## src/rtl/regfile_pkg.sv

```systemverilog
// Shared constants and types for the register-file writeback controller.
// Optional forwarding build: REGFILE_WB_CTRL_BYPASS_EN.
package regfile_pkg;

  localparam int XLEN_DEF = 32;
  localparam int REG_AW   = 5;
  localparam int NUM_REGS = 32;
  localparam int SCW      = 4;

  typedef logic [REG_AW-1:0] reg_idx_t;

  typedef enum logic {
    SRC_ALU = 1'b0,
    SRC_MEM = 1'b1
  } wb_src_e;

  function automatic logic [NUM_REGS-1:0] onehot(
    input reg_idx_t r
  );
    return NUM_REGS'(1) << r;
  endfunction

endpackage

```

## src/rtl/regfile_scoreboard.sv

```systemverilog
// Pending-load scoreboard: per-register pending bits, hazard lookup, sticky error.
// With REGFILE_WB_CTRL_BYPASS_EN a completing load write masks its own hazard.
module regfile_scoreboard
  import regfile_pkg::*;
#(
  parameter int XLEN = XLEN_DEF
) (
  input  logic            clk,
  input  logic            rst_n,
  input  logic            rsv_valid,
  input  reg_idx_t        rsv_rd,
  input  logic            mem_hs,
  input  reg_idx_t        mem_rd,
  input  logic            rf_wen,
  input  reg_idx_t        rf_dsel,
  input  wb_src_e         wr_src,
  input  reg_idx_t        chk_s1sel,
  input  reg_idx_t        chk_s2sel,
`ifdef REGFILE_WB_CTRL_BYPASS_EN
  input  logic [XLEN-1:0] rf_d,
  output logic            fwd1_hit,
  output logic            fwd2_hit,
  output logic [XLEN-1:0] fwd_data,
`endif
  output logic            hazard,
  output logic            sb_err
);

  logic [NUM_REGS-1:0] pend_q;
  logic [NUM_REGS-1:0] pend_d;
  logic [NUM_REGS-1:0] set_m;
  logic [NUM_REGS-1:0] clr_m;
  logic                rsv_set;
  logic                clr_en;
  logic                err_d;
  logic                p1;
  logic                p2;

  always_comb begin
    rsv_set = rsv_valid && (rsv_rd != '0);
    clr_en  = rf_wen && (wr_src == SRC_MEM);
    set_m   = rsv_set ? onehot(rsv_rd) : '0;
    clr_m   = clr_en ? onehot(rf_dsel) : '0;
    // set wins over a same-cycle clear; x0 never pends
    pend_d  = ((pend_q & ~clr_m) | set_m)
            & ~onehot(reg_idx_t'(0));
    err_d   = (rsv_set && pend_q[rsv_rd])
           || (mem_hs && (mem_rd != '0)
               && !pend_q[mem_rd]);
    p1      = (chk_s1sel != '0) && pend_q[chk_s1sel];
    p2      = (chk_s2sel != '0) && pend_q[chk_s2sel];
  end

`ifdef REGFILE_WB_CTRL_BYPASS_EN
  always_comb begin
    fwd1_hit = clr_en && (chk_s1sel != '0)
            && (chk_s1sel == rf_dsel);
    fwd2_hit = clr_en && (chk_s2sel != '0)
            && (chk_s2sel == rf_dsel);
    fwd_data = rf_d;
    hazard   = (p1 && !fwd1_hit) || (p2 && !fwd2_hit);
  end
`else
  always_comb begin
    hazard = p1 || p2;
  end
`endif

  always_ff @(posedge clk or negedge rst_n) begin
    if (!rst_n) begin
      pend_q <= '0;
      sb_err <= 1'b0;
    end else begin
      pend_q <= pend_d;
      if (err_d) sb_err <= 1'b1;
    end
  end

endmodule

```

## src/rtl/regfile_wb_ctrl.sv

```systemverilog
// Writeback arbiter between ALU and load ports with anti-starvation and output stage.
// Optional forwarding ports under REGFILE_WB_CTRL_BYPASS_EN.
module regfile_wb_ctrl
  import regfile_pkg::*;
#(
  parameter int STARVE_LIMIT = 4,
  parameter int XLEN         = XLEN_DEF
) (
  input  logic            clk,
  input  logic            rst_n,
  input  logic            alu_valid,
  output logic            alu_ready,
  input  reg_idx_t        alu_rd,
  input  logic [XLEN-1:0] alu_data,
  input  logic            mem_valid,
  output logic            mem_ready,
  input  reg_idx_t        mem_rd,
  input  logic [XLEN-1:0] mem_data,
  input  logic            rsv_valid,
  input  reg_idx_t        rsv_rd,
  input  reg_idx_t        chk_s1sel,
  input  reg_idx_t        chk_s2sel,
`ifdef REGFILE_WB_CTRL_BYPASS_EN
  output logic            fwd1_hit,
  output logic            fwd2_hit,
  output logic [XLEN-1:0] fwd_data,
`endif
  output logic            hazard,
  output logic            sb_err,
  output logic            rf_wen,
  output reg_idx_t        rf_dsel,
  output logic [XLEN-1:0] rf_d
);

  localparam logic [SCW-1:0] LIMIT = SCW'(STARVE_LIMIT);

  logic [SCW-1:0] starve_cnt;
  logic           alu_win;
  logic           alu_hs;
  logic           mem_hs;
  wb_src_e        wr_src;

  // mem has priority unless the ALU has waited LIMIT cycles
  always_comb begin
    alu_win   = alu_valid
             && (!mem_valid || (starve_cnt == LIMIT));
    alu_ready = rst_n && alu_win;
    mem_ready = rst_n && mem_valid && !alu_win;
    alu_hs    = alu_valid && alu_ready;
    mem_hs    = mem_valid && mem_ready;
  end

  always_ff @(posedge clk or negedge rst_n) begin
    if (!rst_n) begin
      starve_cnt <= '0;
    end else if (alu_hs) begin
      starve_cnt <= '0;
    end else if (alu_valid && (starve_cnt != LIMIT)) begin
      starve_cnt <= starve_cnt + 1'b1;
    end
  end

  always_ff @(posedge clk or negedge rst_n) begin
    if (!rst_n) begin
      rf_wen  <= 1'b0;
      rf_dsel <= '0;
      rf_d    <= '0;
      wr_src  <= SRC_ALU;
    end else begin
      rf_wen <= 1'b0;
      if (alu_hs) begin
        rf_wen  <= (alu_rd != '0);
        rf_dsel <= alu_rd;
        rf_d    <= alu_data;
        wr_src  <= SRC_ALU;
      end else if (mem_hs) begin
        rf_wen  <= (mem_rd != '0);
        rf_dsel <= mem_rd;
        rf_d    <= mem_data;
        wr_src  <= SRC_MEM;
      end
    end
  end

  regfile_scoreboard #(
    .XLEN (XLEN)
  ) u_sb (
    .clk       (clk),
    .rst_n     (rst_n),
    .rsv_valid (rsv_valid),
    .rsv_rd    (rsv_rd),
    .mem_hs    (mem_hs),
    .mem_rd    (mem_rd),
    .rf_wen    (rf_wen),
    .rf_dsel   (rf_dsel),
    .wr_src    (wr_src),
    .chk_s1sel (chk_s1sel),
    .chk_s2sel (chk_s2sel),
`ifdef REGFILE_WB_CTRL_BYPASS_EN
    .rf_d      (rf_d),
    .fwd1_hit  (fwd1_hit),
    .fwd2_hit  (fwd2_hit),
    .fwd_data  (fwd_data),
`endif
    .hazard    (hazard),
    .sb_err    (sb_err)
  );

endmodule

```

## config.mk

```make
export PLATFORM = sky130hd
export DESIGN_NAME = regfile_wb_ctrl
export DESIGN_NICKNAME = d
export VERILOG_FILES = /design/src/rtl/regfile_pkg.sv /design/src/rtl/regfile_scoreboard.sv /design/src/rtl/regfile_wb_ctrl.sv
export SDC_FILE = /design/constraint.sdc
export NUM_CORES = 1
export LEC_CHECK = 0
export BUFFER_PORTS_ARGS = -buffer_cell sky130_fd_sc_hd__buf_4
export CAP_MARGIN = 30
export CORE_MARGIN = 2
export CORE_UTILIZATION = 46
export CTS_CLUSTER_SIZE = 8
export DETAILED_ROUTE_END_ITERATION = 8
export PLACE_DENSITY_LB_ADDON = 0.15
export SLEW_MARGIN = 25
export SYNTH_ARGS = -nofsm -noshare
export SYNTH_HDL_FRONTEND = slang
export SYNTH_SLANG_ARGS = --single-unit
export TNS_END_PERCENT = 50
```

## constraint.sdc

```tcl
create_clock -name clk -period 2.19 [get_ports clk]
set_input_delay 0.438 -clock clk [delete_from_list [all_inputs] [get_ports clk]]
set_output_delay 0.438 -clock clk [all_outputs]
set_load 0.01 [all_outputs]
```

Word-level counts from Yosys, hierarchy flattened
Cells that the tools add are included.
{"block": "word_totals", "regBits": 75, "inputBits": 94, "out_inout_bits": 42, "wordCells": 66}
{"block": "op_classes", "n_addsub": 1, "magnitude_cmp": 4, "eq_ne": 2, "n_shift": 2, "n_mux": 20, "n_bitwise": 3, "reduce_logical": 27}
{"cell": "$mux W32", "n": 4}
{"cell": "$shl A1 B5 Y32 const A", "n": 2}
{"cell": "$and A32 B32 Y32", "n": 1}
{"cell": "$not A32 Y32", "n": 1}
{"cell": "$or A32 B32 Y32", "n": 1}
{"cell": "$reduce_bool A5 Y1", "n": 5}
{"cell": "$lt A5 B6 Y1 const B", "n": 4}
{"cell": "$bmux W1 S5", "n": 4}
{"cell": "$logic_and A1 B1 Y1", "n": 14}
{"cell": "$mux W5", "n": 2}
{"cell": "$mux W1", "n": 8}
{"cell": "$mux W4", "n": 2}
{"cell": "$add A4 B1 Y4 const B", "n": 1}
{"cell": "$eq A4 B3 Y1 const B", "n": 1}
{"cell": "$ne A4 B3 Y1 const B", "n": 1}
{"cell": "$reduce_bool A2 Y1", "n": 2}
{"cell": "$logic_not A1 Y1", "n": 3}
{"cell": "$logic_or A1 B1 Y1", "n": 3}

Logic depth before layout (Yosys ltp)
{"block": "logic_depth", "depth_word": 9, "depth_mapped": 8, "ltp_nobuf": 7}

Hierarchy
Synthesis repeated with hierarchy kept, for this count alone.
{"block": "hier_totals", "hier_cells": 396, "hier_area_um2": 4608.2}
{"mod": "regfile_scoreboard", "n_inst": 1, "cells_each": 217, "area_per_inst_um2": 2356.0, "seq_area_each_um2": 800.8}
{"mod": "regfile_wb_ctrl", "n_inst": 1, "cells_each": 179, "area_per_inst_um2": 2252.2, "seq_area_each_um2": 1076.0}

Worst setup path before layout
OpenSTA, ideal clock, no wires.
{"block": "synth_timing", "path_type": "input -> output", "startpoint": "input chk_s1sel[0]", "endpoint": "output hazard", "arrival_time_ns": 1.796, "t_required_ns": 1.752, "setup_slack_ns": -0.044, "stages": 5, "n_path_buf": 1, "path_cell_list": "buf_4 -> mux4_2 -> mux4_2 -> mux2i_1 -> nand2_1"}
{"block": "synth_via", "elab_chain_cells": 4, "elab_cells_between_ends": 5, "classes_between": "mux (2); reduce/logical (3)"}
{"item": "start, declared", "line_no": "regfile_wb_ctrl.sv:21", "rtl": "input reg_idx_t chk_s1sel,"}
{"item": "$bmux W1 S5", "line_no": "regfile_scoreboard.sv:50", "rtl": "p1 = (chk_s1sel != '0) && pend_q[chk_s1sel];"}
{"item": "$mux W1 (implied by the code)", "line_no": "regfile_scoreboard.sv:50"}
{"item": "$logic_and A1 B1 Y1 *", "line_no": "regfile_scoreboard.sv:50"}
{"item": "$logic_or A1 B1 Y1 *", "line_no": "regfile_scoreboard.sv:65", "rtl": "hazard = p1 || p2;"}
{"item": "end, declared", "line_no": "regfile_wb_ctrl.sv:28", "rtl": "output logic hazard,"}
Mark *: on every way between the ends. The rest lies on a longest branch, timed or not. The select of a mux whose other input is x is not followed.

Final worst setup path
{"block": "layout_timing", "startpoint": "register u_sb.pend_q[26]", "endpoint": "output hazard"}
{"block": "layout_via", "elab_chain_cells": 4, "elab_cells_between_ends": 7, "classes_between": "mux (4); reduce/logical (3)"}
{"item": "start, declared", "line_no": "regfile_scoreboard.sv:29", "rtl": "logic [NUM_REGS-1:0] pend_q;"}
{"item": "start signal, assigned", "line_no": "regfile_scoreboard.sv:74", "rtl": "pend_q <= pend_d;"}
{"item": "$bmux W1 S5, on equally long branches", "line_no": "regfile_scoreboard.sv:50, regfile_scoreboard.sv:51"}
{"item": "$mux W1, on equally long branches", "line_no": "regfile_scoreboard.sv:50, regfile_scoreboard.sv:51"}
{"item": "$logic_and A1 B1 Y1, on equally long branches", "line_no": "regfile_scoreboard.sv:50, regfile_scoreboard.sv:51"}
{"item": "$logic_or A1 B1 Y1 *", "line_no": "regfile_scoreboard.sv:65"}
Marks and branches as above.

==> out/metrics.yaml <==
sta:
  finalSetupViolations: 3
  fin_crit_ns: 2.500
  fmax_mhz: 400.0
  rsz0062_at_grt: "true"
  holdWs_ns: 0.09863
  setup_ws_ns: -0.3101
  worst_slew_pin_slew_ns: 0.5820
  skew_ns: 0.01058
  slew_headroom: 0.6120
  period_share: 1.142
  final_max_slew_viol_count: 0
  hold_viol: 0
  tns_ns: -0.3542
clocking:
  root_buffer: "clkbuf_8"
  path_clk_slew_ns: 0.08
  cts_tree: "done"
  clk_path_buf_depth: 2
  worstSkewPairLatency_ns: 0.34
  htree_num_levels: 3
  cts.sinks: 75
  cts_buffers: 9
floorplan:
  io_pins: 136
  fp.coreArea_mm2: 0.009109
  fp.dieH_um: 99.98
  die_width_um: 99.98
  rows: 35
  start_util: 0.4652
  die-area_mm2: 0.009996
grt:
  grt_overflow_total: 0
  grt_max_degree: 47
  grt_pass1_vias: 3932
  grt_use_total: 0.2700
  grt_pass1_wl_mm: 20.65
  antenna_found_initial: 0
worst_hold_path:
  min-delay-path-class: "in -> async"
critical_path:
  crit_top_cell: "mux4_2"
  cp.required_ns: 1.75
  cp_num_buf_inv: 1
  cp_data_arrival_time_ns: 2.06
  crit_family: "multiplexers"
  critPathLaunchType: "flip-flop"
  max_stage_delay_ns: 0.48
  slowest_stage: "mux4_2"
  path_max_fanout: 5
  worstPathCellList: "mux4_2 -> mux4_2 -> mux2i_1 -> nand2_1 -> buf_6"
  crit_type: "reg -> out"
  end_kind: "output pin"
synthesis:
  ys.warnings.count: 0
  avgSynthCellArea_um2: 10.26
  syn_area_mm2: 0.004238
  syn-num-nets: 509
  ys_seq_elements: 75
  synthCells: 413
  synth.distinct_cells: 40
  synthFlopType: "dfrtp_1"
  ys_seq_area_frac: 0.4429
  synthArstFlopShare: 1.000
  synth-edff-count: 0
route:
  drt_iter0_markers: 286
  wl_per_cell_um: 19.05
  ant_nets: 0
  routed.top_layer: "met4"
  wirelength_met1_mm: 5.008
  wl_met3_mm: 1.211
  totalWireLength_mm: 13.05
  wl_met2_mm: 6.432
  viasPerCell: 5.934
  drc: 0
  drtPass1Iterations: 6
  vias: 4065
final_layout:
  num-nets-final: 665
  multiInputGateArea_mm2: 0.002201
  n_fill_cell: 769
  final_core_util: 0.6342
  diodes: 0
  regArea_mm2: 0.001882
  areaGrowthSynthToFinish_pct: 36.32
  drive_gt1_frac: 0.4007
placed_design:
  place_ws_ns: -0.1981
  gp_congestion: 0.9839
  portBuffers: 135
  hpwlAfterDp_mm: 9.951
run:
  maxCapViolCount: 0
status:
  violations: "setup timing"
  status: "finished, violations left"
power_and_ir_drop:
  power_uw: 5754
  leakagePower_uw: 0.002452
  vdd_drop_max_v: 0.0003824
  power_density_mw_per_mm2: 996.0
==> cells by family after synthesis <==
kind of cell / after synthesis / synth area share
AO/OA/AOI/OAI: 113 / 0.1541
XOR/XNOR: 2 / 0.004134
adder cells (fa/ha/maj): 2 / 0.005904
buffers and inverters: 35 / 0.03809
flip-flops: 75 / 0.4429
multiplexers: 52 / 0.2143
AND/OR/NAND/NOR: 134 / 0.1405
==> stage by stage <==
stage	instances	area (µm²)
global placement	664	5524
detailed placement	664	5524
floorplan	413	4242
finish	685	5777
global route	685	5777
CTS	683	5758
==> synthesized netlist by cell type (3+ instances only) <==
master / number / area [µm²]
nand3b_1: 9 / 67.56
a21oi_1: 4 / 20.02
inv_1: 6 / 22.52
nand4_1: 4 / 25.02
nor2_1: 82 / 307.8
mux2_2: 3 / 33.78
buf_2: 6 / 30.03
mux4_2: 29 / 653.1
o21ai_0: 52 / 260.3
mux2i_1: 18 / 180.2
dfrtp_1: 75 / 1877
o22ai_1: 37 / 231.5
o21ai_1: 12 / 60.06
or3_1: 5 / 31.28
clkbuf_1: 15 / 56.30
nand2_1: 17 / 63.81
nand3_1: 9 / 45.04
==> metal layers <==
metal | GRT usage | vias to the layer above
met5 | 0 | -
met4 | 0.09168 | 0
met3 | 0.05850 | 37
met2 | 0.4413 | 255
met1 | 0.3614 | 1932
li1 | - | 1841
==> registers in the layout (all words and copies together), names as in the netlist <==
name	cells
rf_d	32
starve_cnt	4
u_sb.pend_q	31
rf_dsel	5
u_sb.sb_err	1
wr_src	1
rf_wen	1
==> final timing paths <==
| check | startpoint | to | slack (ns) | cells past startpoint |
|---|---|---|---|---|
| worst max-delay path | u_sb.pend_q[26]$_DFF_PN0_ | hazard | -0.31 | 5 |
| max in group asynchronous | rst_n | u_sb.pend_q[6]$_DFF_PN0_ | 1.20 | 3 |
| worst min-delay path | rst_n | u_sb.pend_q[18]$_DFF_PN0_ | 0.1 | 2 |
| worst min register to register | rf_d[19]$_DFFE_PN0P_ | rf_d[19]$_DFFE_PN0P_ | 0.50 | 2 |
| min in group clk | alu_rd[0] | rf_dsel[0]$_DFFE_PN0P_ | 0.33 | 3 |
| worst max register to register | u_sb.pend_q[18]$_DFF_PN0_ | u_sb.sb_err$_DFFE_PN0P_ | 0.25 | 6 |
==> repair_timing <==
item	4_1_cts	5_1_grt
buffers inserted	2	2
pin swaps	2	1
gates cloned	0	0
endpoints found under the hold margin	10	0
hold buffers	1	0
endpoints found under the setup margin	3	3
resized for setup	3	3
==> final cells by class <==
| class | count | share of cell area |
|---|---|---|
| flip-flops and latches | 75 | 0.3258 |
| clock buffers | 10 | 0.02382 |
| well taps | 111 | 0.02404 |
| inverters | 8 | 0.005198 |
| multi-input cells | 303 | 0.3810 |
| clock inverters | 6 | 0.01126 |
| repair buffers | 172 | 0.2289 |
==> power by group <==
group | leakage, µW | switching [µW] | internal, µW
logic | 0.00155 | 1120 | 1330
registers | 0.000798 | 398 | 1830
clock network | 0.000102 | 522 | 557
total | 0.00245 | 2040 | 3720
==> cells in the final DEF, fill, tap and decap left out, types with 10 or more instances in the layout <==
cell	Yosys	layout
buf_4	2	168
clkbuf_8	0	10
dfrtp_1	75	71
mux2i_1	18	18
mux4_2	29	29
nand2_1	17	17
nor2_1	82	82
o21ai_0	52	52
o21ai_1	12	12
o22ai_1	37	37
(Power assumes the default switching activity.)
